[src/rtl/core_run_controller.sv]
// ============================================================================
//  Module      : core_run_controller
//  Description : Run/halt/single-step sequencer for the JZJCoreF core.
//                Synchronizes and debounces the raw devboard buttons, then
//                drives a one-cycle core clock enable (full-rate, slow, or
//                single step), a timed core reset, and clean button levels.
//  Revision    : 1.0 - initial release
// ============================================================================
`default_nettype none

module core_run_controller #(
  parameter int DEBOUNCE_CYCLES   = 250000,
  parameter int SLOW_DIV_LOG2     = 19,
  parameter int RESET_HOLD_CYCLES = 16
) (
  input  logic        clock,
  input  logic        notReset,
  input  logic [3:0]  button,
  output logic        coreClockEnable,
  output logic        coreReset,
  output logic [3:0]  buttonClean,
  output logic [2:0]  runState,
  output logic [31:0] enableCount
);

  localparam int DB_W   = (DEBOUNCE_CYCLES > 2) ? $clog2(DEBOUNCE_CYCLES) : 1;
  localparam int HOLD_W = $clog2(RESET_HOLD_CYCLES + 1);

  localparam logic [DB_W-1:0]          DB_LAST   = DB_W'(DEBOUNCE_CYCLES - 1);
  localparam logic [HOLD_W-1:0]        HOLD_LAST = HOLD_W'(RESET_HOLD_CYCLES - 1);
  localparam logic [SLOW_DIV_LOG2-1:0] DIV_LAST  = '1;

  localparam logic [2:0] ST_RESETTING = 3'd0;
  localparam logic [2:0] ST_HALTED    = 3'd1;
  localparam logic [2:0] ST_RUN_FAST  = 3'd2;
  localparam logic [2:0] ST_RUN_SLOW  = 3'd3;
  localparam logic [2:0] ST_STEP      = 3'd4;

  // Button front end
  logic [3:0]      sync1_q, sync1_d;
  logic [3:0]      sync2_q, sync2_d;
  logic [3:0]      deb_q, deb_d;
  logic [DB_W-1:0] db_cnt_q [4];
  logic [DB_W-1:0] db_cnt_d [4];
  // Edge detection only for the three momentary buttons: {reset, step, run}
  logic [2:0]      deb_dly_q, deb_dly_d;
  logic [2:0]      pulse_q, pulse_d;

  // Sequencer
  logic [2:0]               state_q, state_d;
  logic [HOLD_W-1:0]        hold_q, hold_d;
  logic [SLOW_DIV_LOG2-1:0] div_q, div_d;
  logic                     enable_q, enable_d;
  logic                     reset_q, reset_d;
  logic [31:0]              count_q, count_d;
  logic                     slow_tick;

  logic run_pulse, step_pulse, reset_pulse, mode_slow;

  assign run_pulse   = pulse_q[0];
  assign step_pulse  = pulse_q[1];
  assign reset_pulse = pulse_q[2];
  assign mode_slow   = deb_q[2];

  // Two-flop synchronizer, per-button debounce and registered rising-edge pulses
  always_comb begin
    sync1_d   = button;
    sync2_d   = sync1_q;
    deb_d     = deb_q;
    for (int i = 0; i < 4; i++) begin
      db_cnt_d[i] = '0;
      if (sync2_q[i] != deb_q[i]) begin
        if (db_cnt_q[i] == DB_LAST) begin
          deb_d[i] = ~deb_q[i];
        end else begin
          db_cnt_d[i] = db_cnt_q[i] + DB_W'(1);
        end
      end
    end
    deb_dly_d = {deb_q[3], deb_q[1], deb_q[0]};
    pulse_d   = {deb_q[3], deb_q[1], deb_q[0]} & ~deb_dly_q;
  end

  // Next-state logic; enable and reset are decoded from the next state so they leave a flop
  always_comb begin
    state_d   = state_q;
    hold_d    = hold_q;
    div_d     = '0;
    slow_tick = 1'b0;
    if (reset_pulse) begin
      state_d = ST_RESETTING;
      hold_d  = '0;
    end else begin
      case (state_q)
        ST_RESETTING: begin
          if (hold_q == HOLD_LAST) begin
            state_d = ST_HALTED;
            hold_d  = '0;
          end else begin
            hold_d = hold_q + HOLD_W'(1);
          end
        end
        ST_HALTED: begin
          if (run_pulse) begin
            state_d = mode_slow ? ST_RUN_SLOW : ST_RUN_FAST;
          end else if (step_pulse) begin
            state_d = ST_STEP;
          end
        end
        ST_STEP: begin
          state_d = ST_HALTED;
        end
        ST_RUN_FAST: begin
          if (run_pulse) begin
            state_d = ST_HALTED;
          end else if (mode_slow) begin
            state_d = ST_RUN_SLOW;
          end
        end
        ST_RUN_SLOW: begin
          if (run_pulse) begin
            state_d = ST_HALTED;
          end else if (!mode_slow) begin
            state_d = ST_RUN_FAST;
          end else begin
            // Divider runs only while staying in slow mode; any entry starts it at zero
            div_d     = div_q + SLOW_DIV_LOG2'(1);
            slow_tick = (div_q == DIV_LAST);
          end
        end
        default: begin
          state_d = ST_RESETTING;
          hold_d  = '0;
        end
      endcase
    end
    enable_d = (state_d == ST_RUN_FAST) || (state_d == ST_STEP) || slow_tick;
    reset_d  = (state_d == ST_RESETTING);
    count_d  = reset_pulse ? 32'd0 : count_q + 32'(enable_q);
  end

  // State registers; reset puts the core into its hold-in-reset phase
  always_ff @(posedge clock or negedge notReset) begin
    if (!notReset) begin
      sync1_q   <= '0;
      sync2_q   <= '0;
      deb_q     <= '0;
      deb_dly_q <= '0;
      pulse_q   <= '0;
      for (int i = 0; i < 4; i++) begin
        db_cnt_q[i] <= '0;
      end
      state_q   <= ST_RESETTING;
      hold_q    <= '0;
      div_q     <= '0;
      enable_q  <= 1'b0;
      reset_q   <= 1'b1;
      count_q   <= '0;
    end else begin
      sync1_q   <= sync1_d;
      sync2_q   <= sync2_d;
      deb_q     <= deb_d;
      deb_dly_q <= deb_dly_d;
      pulse_q   <= pulse_d;
      for (int i = 0; i < 4; i++) begin
        db_cnt_q[i] <= db_cnt_d[i];
      end
      state_q   <= state_d;
      hold_q    <= hold_d;
      div_q     <= div_d;
      enable_q  <= enable_d;
      reset_q   <= reset_d;
      count_q   <= count_d;
    end
  end

  assign coreClockEnable = enable_q;
  assign coreReset       = reset_q;
  assign buttonClean     = deb_q;
  assign runState        = state_q;
  assign enableCount     = count_q;

endmodule

`default_nettype wire

[config.mk]
export PLATFORM = sky130hd
export DESIGN_NAME = core_run_controller
export DESIGN_NICKNAME = d
export VERILOG_FILES = /design/src/rtl/core_run_controller.sv
export SDC_FILE = /design/constraint.sdc
export NUM_CORES = 1
export LEC_CHECK = 0
export CAP_MARGIN = 5
export CORE_MARGIN = 1.5
export CORE_UTILIZATION = 60
export CTS_BUF_LIST = sky130_fd_sc_hd__clkbuf_4 sky130_fd_sc_hd__clkbuf_8
export CTS_CLUSTER_SIZE = 25
export DETAILED_ROUTE_END_ITERATION = 16
export GPL_ROUTABILITY_DRIVEN = 0
export PLACE_DENSITY_LB_ADDON = 0.12
export RECOVER_POWER = 100
export SYNTH_ARGS = -nofsm -noshare
export SYNTH_HDL_FRONTEND = slang
export SYNTH_SLANG_ARGS = --single-unit
export TNS_END_PERCENT = 30
[constraint.sdc]
create_clock -name clock -period 2.1 [get_ports clock]
set_input_delay 0.63 -clock clock [delete_from_list [all_inputs] [get_ports clock]]
set_output_delay 0.63 -clock clock [all_outputs]
set_load 0.02 [all_outputs]
==> flow_summary.json <==
{
  "synthFlopType": "dfrtp_1",
  "worstSetupEndpointType": "flop",
  "hold_viol": 0,
  "grt_usage_pct": 24.09,
  "tightestPinTransition_ns": 1.099,
  "grt_max_degree": 45,
  "route.layer.met1.wl_mm": 6.694,
  "asyncSetResetFlopFracSynth_pct": 100.0,
  "regToRegStartpoint": "enableCount[0]$_DFF_PN0_",
  "multi_input_area_sq_um": 3376,
  "worstReg2RegEnd": "enableCount[18]$_DFF_PN0_",
  "wl_mm": 14.83,
  "post_synth_main_area_contributors": "dfrtp_1, xnor2_1, nor2_1",
  "core_region_area_sq_um": 11910,
  "hold-worst-slack_ns": 0.3511,
  "finish.cell_count_without_fillers": 966,
  "min_period_over_period_pct": 98.72,
  "crit_path_start": "enableCount[0]$_DFF_PN0_",
  "ir_drop_v": 0.0005489,
  "clockRootBuffer": "clkbuf_8",
  "detail-route-antenna-nets": 0,
  "cp_max_fo": 8,
  "yosys.area.top_type_share_pct": 51.56,
  "final_util_pct": 71.50,
  "clock_transition_at_path_regs_ns": 0.08,
  "worst_slack_ns": 0.02680,
  "area.growth.synth_to_final_pct": 17.00,
  "globalRoute.totalOverflow": 0,
  "cts-hold-fix-buffers": 0,
  "drt-wirelength-per-cell_microns": 15.35,
  "rsz_0062_raised_after_global_routing": "true",
  "critical_path.startpoint_type": "flop",
  "detailroute.via_count": 5808,
  "wl_met2_mm": 7.337,
  "achievable-frequency_mhz": 482.3,
  "layout_min_cycle_time_ns": 2.073,
  "nNetsFinal": 820,
  "report.final.setup_viol": 0,
  "worstHoldStart": "sync1_q[1]$_DFF_PN0_",
  "mapped_nets": 743,
  "cts-htree-levels": 4,
  "clk_path_buf_depth": 2,
  "port_buffers": 46,
  "yosysTopAreaCell": "dfrtp_1",
  "dp.final_hpwl_mm": 10.11,
  "num-fill-cells": 897,
  "cp.arrival_ns": 2.44,
  "yosys_warnings": 0,
  "fp.dieW_microns": 113.1,
  "highest-signal-layer": "met4",
  "floorplan.io_pins": 47,
  "crit_required_ns": 2.46,
  "die-area_sq_um": 12800,
  "fp.dieH_microns": 113.1,
  "cell_area_after_placement_sq_um": 8069,
  "hold_path_depth": 0,
  "synthDistinctLibCells": 55,
  "synth_seq_area_share_pct": 51.93,
  "cts_tree": "done",
  "diodes": 0,
  "rrSetupSlack_ns": 0.03,
  "core.rowCount": 40,
  "final_layout_size_suffix_gt1_share_pct": 11.97,
  "timing.reg2reg.worst_path_depth": 7,
  "stdcell_area_sq_um": 8517,
  "postSynthCellCount": 729,
  "wl_met3_microns": 657,
  "detail_route.vias_per_cell": 6.012,
  "hold_end": "sync2_q[1]$_DFF_PN0_",
  "antenna_violations_before_repair": 0,
  "synth.ff_latch_count": 151,
  "postSynthAreaPerCell_sq_um": 9.986,
  "post-place-ws_ns": 0.006556,
  "dpl.cell_count": 927,
  "timing.max_cap.violations": 0,
  "max-slew-margin-rel_pct": 26.76,
  "grt_first_pass_wirelength_mm": 25.19,
  "tritoncts.num_buffers": 17,
  "number_of_global_route_vias_before_repair": 5471,
  "report.final.slew_viol_count": 0,
  "result_of_the_run": "finished clean",
  "floorplan.initialDensity_pct": 61.11,
  "drt_drc_violations_left": 0,
  "clock_sinks": 151,
  "power.static_leakage_uw": 0.003744,
  "worst_clock_skew_ns": 0.007525,
  "drtIter0Drc": 500,
  "synth_edf_count": 0,
  "path_class": "flop to flop",
  "worstHoldPathType": "flop to flop",
  "insertion_delay_ns": 0.44,
  "layout.area.seq_sq_um": 3780,
  "cell_area_after_technology_mapping_sq_um": 7279,
  "firstDrtPassIters": 5,
  "power-per-cell-area_nw_per_um2": 635.4
}
==> worst max-delay path: stages, from the launching register on <==
cell and delay, ns:
dfrtp_1 0.37, ha_2 0.22, ha_4 0.14, and4_4 0.23
nand4_1 0.16, buf_6 0.19, or4_1 0.50, a21oi_2 0.17
==> worst max-delay path by stage <==
| stage | to | slack, ns | cells past startpoint |
|---|---|---|---|
| CTS | enableCount[18]$_DFF_PN0_ | -0.001 | 7 |
| global route | enableCount[18]$_DFF_PN0_ | -0.05 | 7 |
| floorplan | enableCount[16]$_DFF_PN0_ | 0.07 | 7 |
| detailed placement | enableCount[18]$_DFF_PN0_ | 0.007 | 7 |
| global placement | enableCount[28]$_DFF_PN0_ | 0.09 | 7 |
| finish | enableCount[18]$_DFF_PN0_ | 0.03 | 7 |
==> synth_stat cells, types with 2 or more instances <==
master and n:
buf_1 2, o41ai_2 2, ha_1 8, or4_1 20, nor3_1 16, nor3b_1 2
or3_1 13, a211o_1 2, dfrtp_1 150, a21o_1 2, a21oi_1 41, xor2_1 31
xnor2_1 41, mux2_2 9, nand2_1 45, o31ai_1 17, or4b_1 2, nor4_1 17
or4b_2 2, nand4_1 29, nor2b_1 12, nand3b_1 4, clkbuf_1 13, o41ai_1 3
nor2_1 95, inv_1 20, and3_1 17, nand3_1 46, nand4b_1 2, or3b_2 2
nor4b_1 5, o21ai_0 21, buf_2 5, and2_1 5, and4_1 8
==> cells in the final DEF, fill, tap and decap left out, types with 18 or more instances in the layout <==
master	netlist	final
dfrtp_1	150	150
nor2_1	95	95
nand3_1	46	46
nand2_1	45	45
xnor2_1	41	41
a21oi_1	41	38
dlygate4sd2_1	0	35
xor2_1	31	31
nand4_1	29	29
buf_4	1	28
o21ai_0	21	21
inv_1	20	20
clkbuf_8	0	18
==> layer usage <==
| layer | track usage [%] | vias up |
|---|---|---|
| met2 | 40.28 | 159 |
| met5 | 0 | - |
| li1 | - | 2783 |
| met1 | 31.44 | 2850 |
| met3 | 5.517 | 16 |
| met4 | 7.667 | 0 |
==> report_power, final <==
part	switching [uW]	total (uW)	internal (uW)
Combinational	96.6	138	41.3
Sequential	21.1	2950	2930
Clock	1110	2320	1220
==> stage by stage <==
step           power [uW]   TNS (ns)
2_1_floorplan        3060          0
3_3_place_gp         3154          0
3_5_place_dp         3164          0
4_1_cts              5484  -0.001308
5_1_grt              5613   -0.05880
6_report             5411          0
==> layout make-up <==
| class | count | area share [%] |
|---|---|---|
| Clock buffer | 18 | 2.909 |
| Clock inverter | 14 | 2.042 |
| Inverter | 20 | 0.8814 |
| Multi-Input combinational cell | 537 | 39.64 |
| Sequential cell | 151 | 44.38 |
| Tap cell | 147 | 2.160 |
| Timing Repair Buffer | 79 | 7.992 |
==> repair_timing <==
action | in CTS | in global routing
gates resized for setup | 37 | 13
pin swaps | 0 | 7
setup endpoints to repair | 40 | 13
buffers inserted | 0 | 6
cloned | 0 | 1
==> cells by family after synthesis <==
| kind of cell | after synthesis | share of synthesized area [%] |
|---|---|---|
| AOI/OAI and AO/OA | 98 | 8.611 |
| buffers and inverters | 41 | 2.252 |
| xor gates and xnor gates | 72 | 8.663 |
| adders and majority gates | 8 | 1.375 |
| DFF | 151 | 51.93 |
| and+or+nand+nor | 350 | 25.78 |
| muxes | 9 | 1.392 |
==> state kept, by name, indices dropped and copies added, names as in the netlist <==
name,flops
buttonClean,4
coreClockEnable,1
coreReset,1
db_cnt_q,72
deb_dly_q,3
div_q,19
enableCount,32
hold_q,5
pulse_q,3
runState,3
sync1_q,4
sync2_q,4
(Power assumes the default switching activity.)
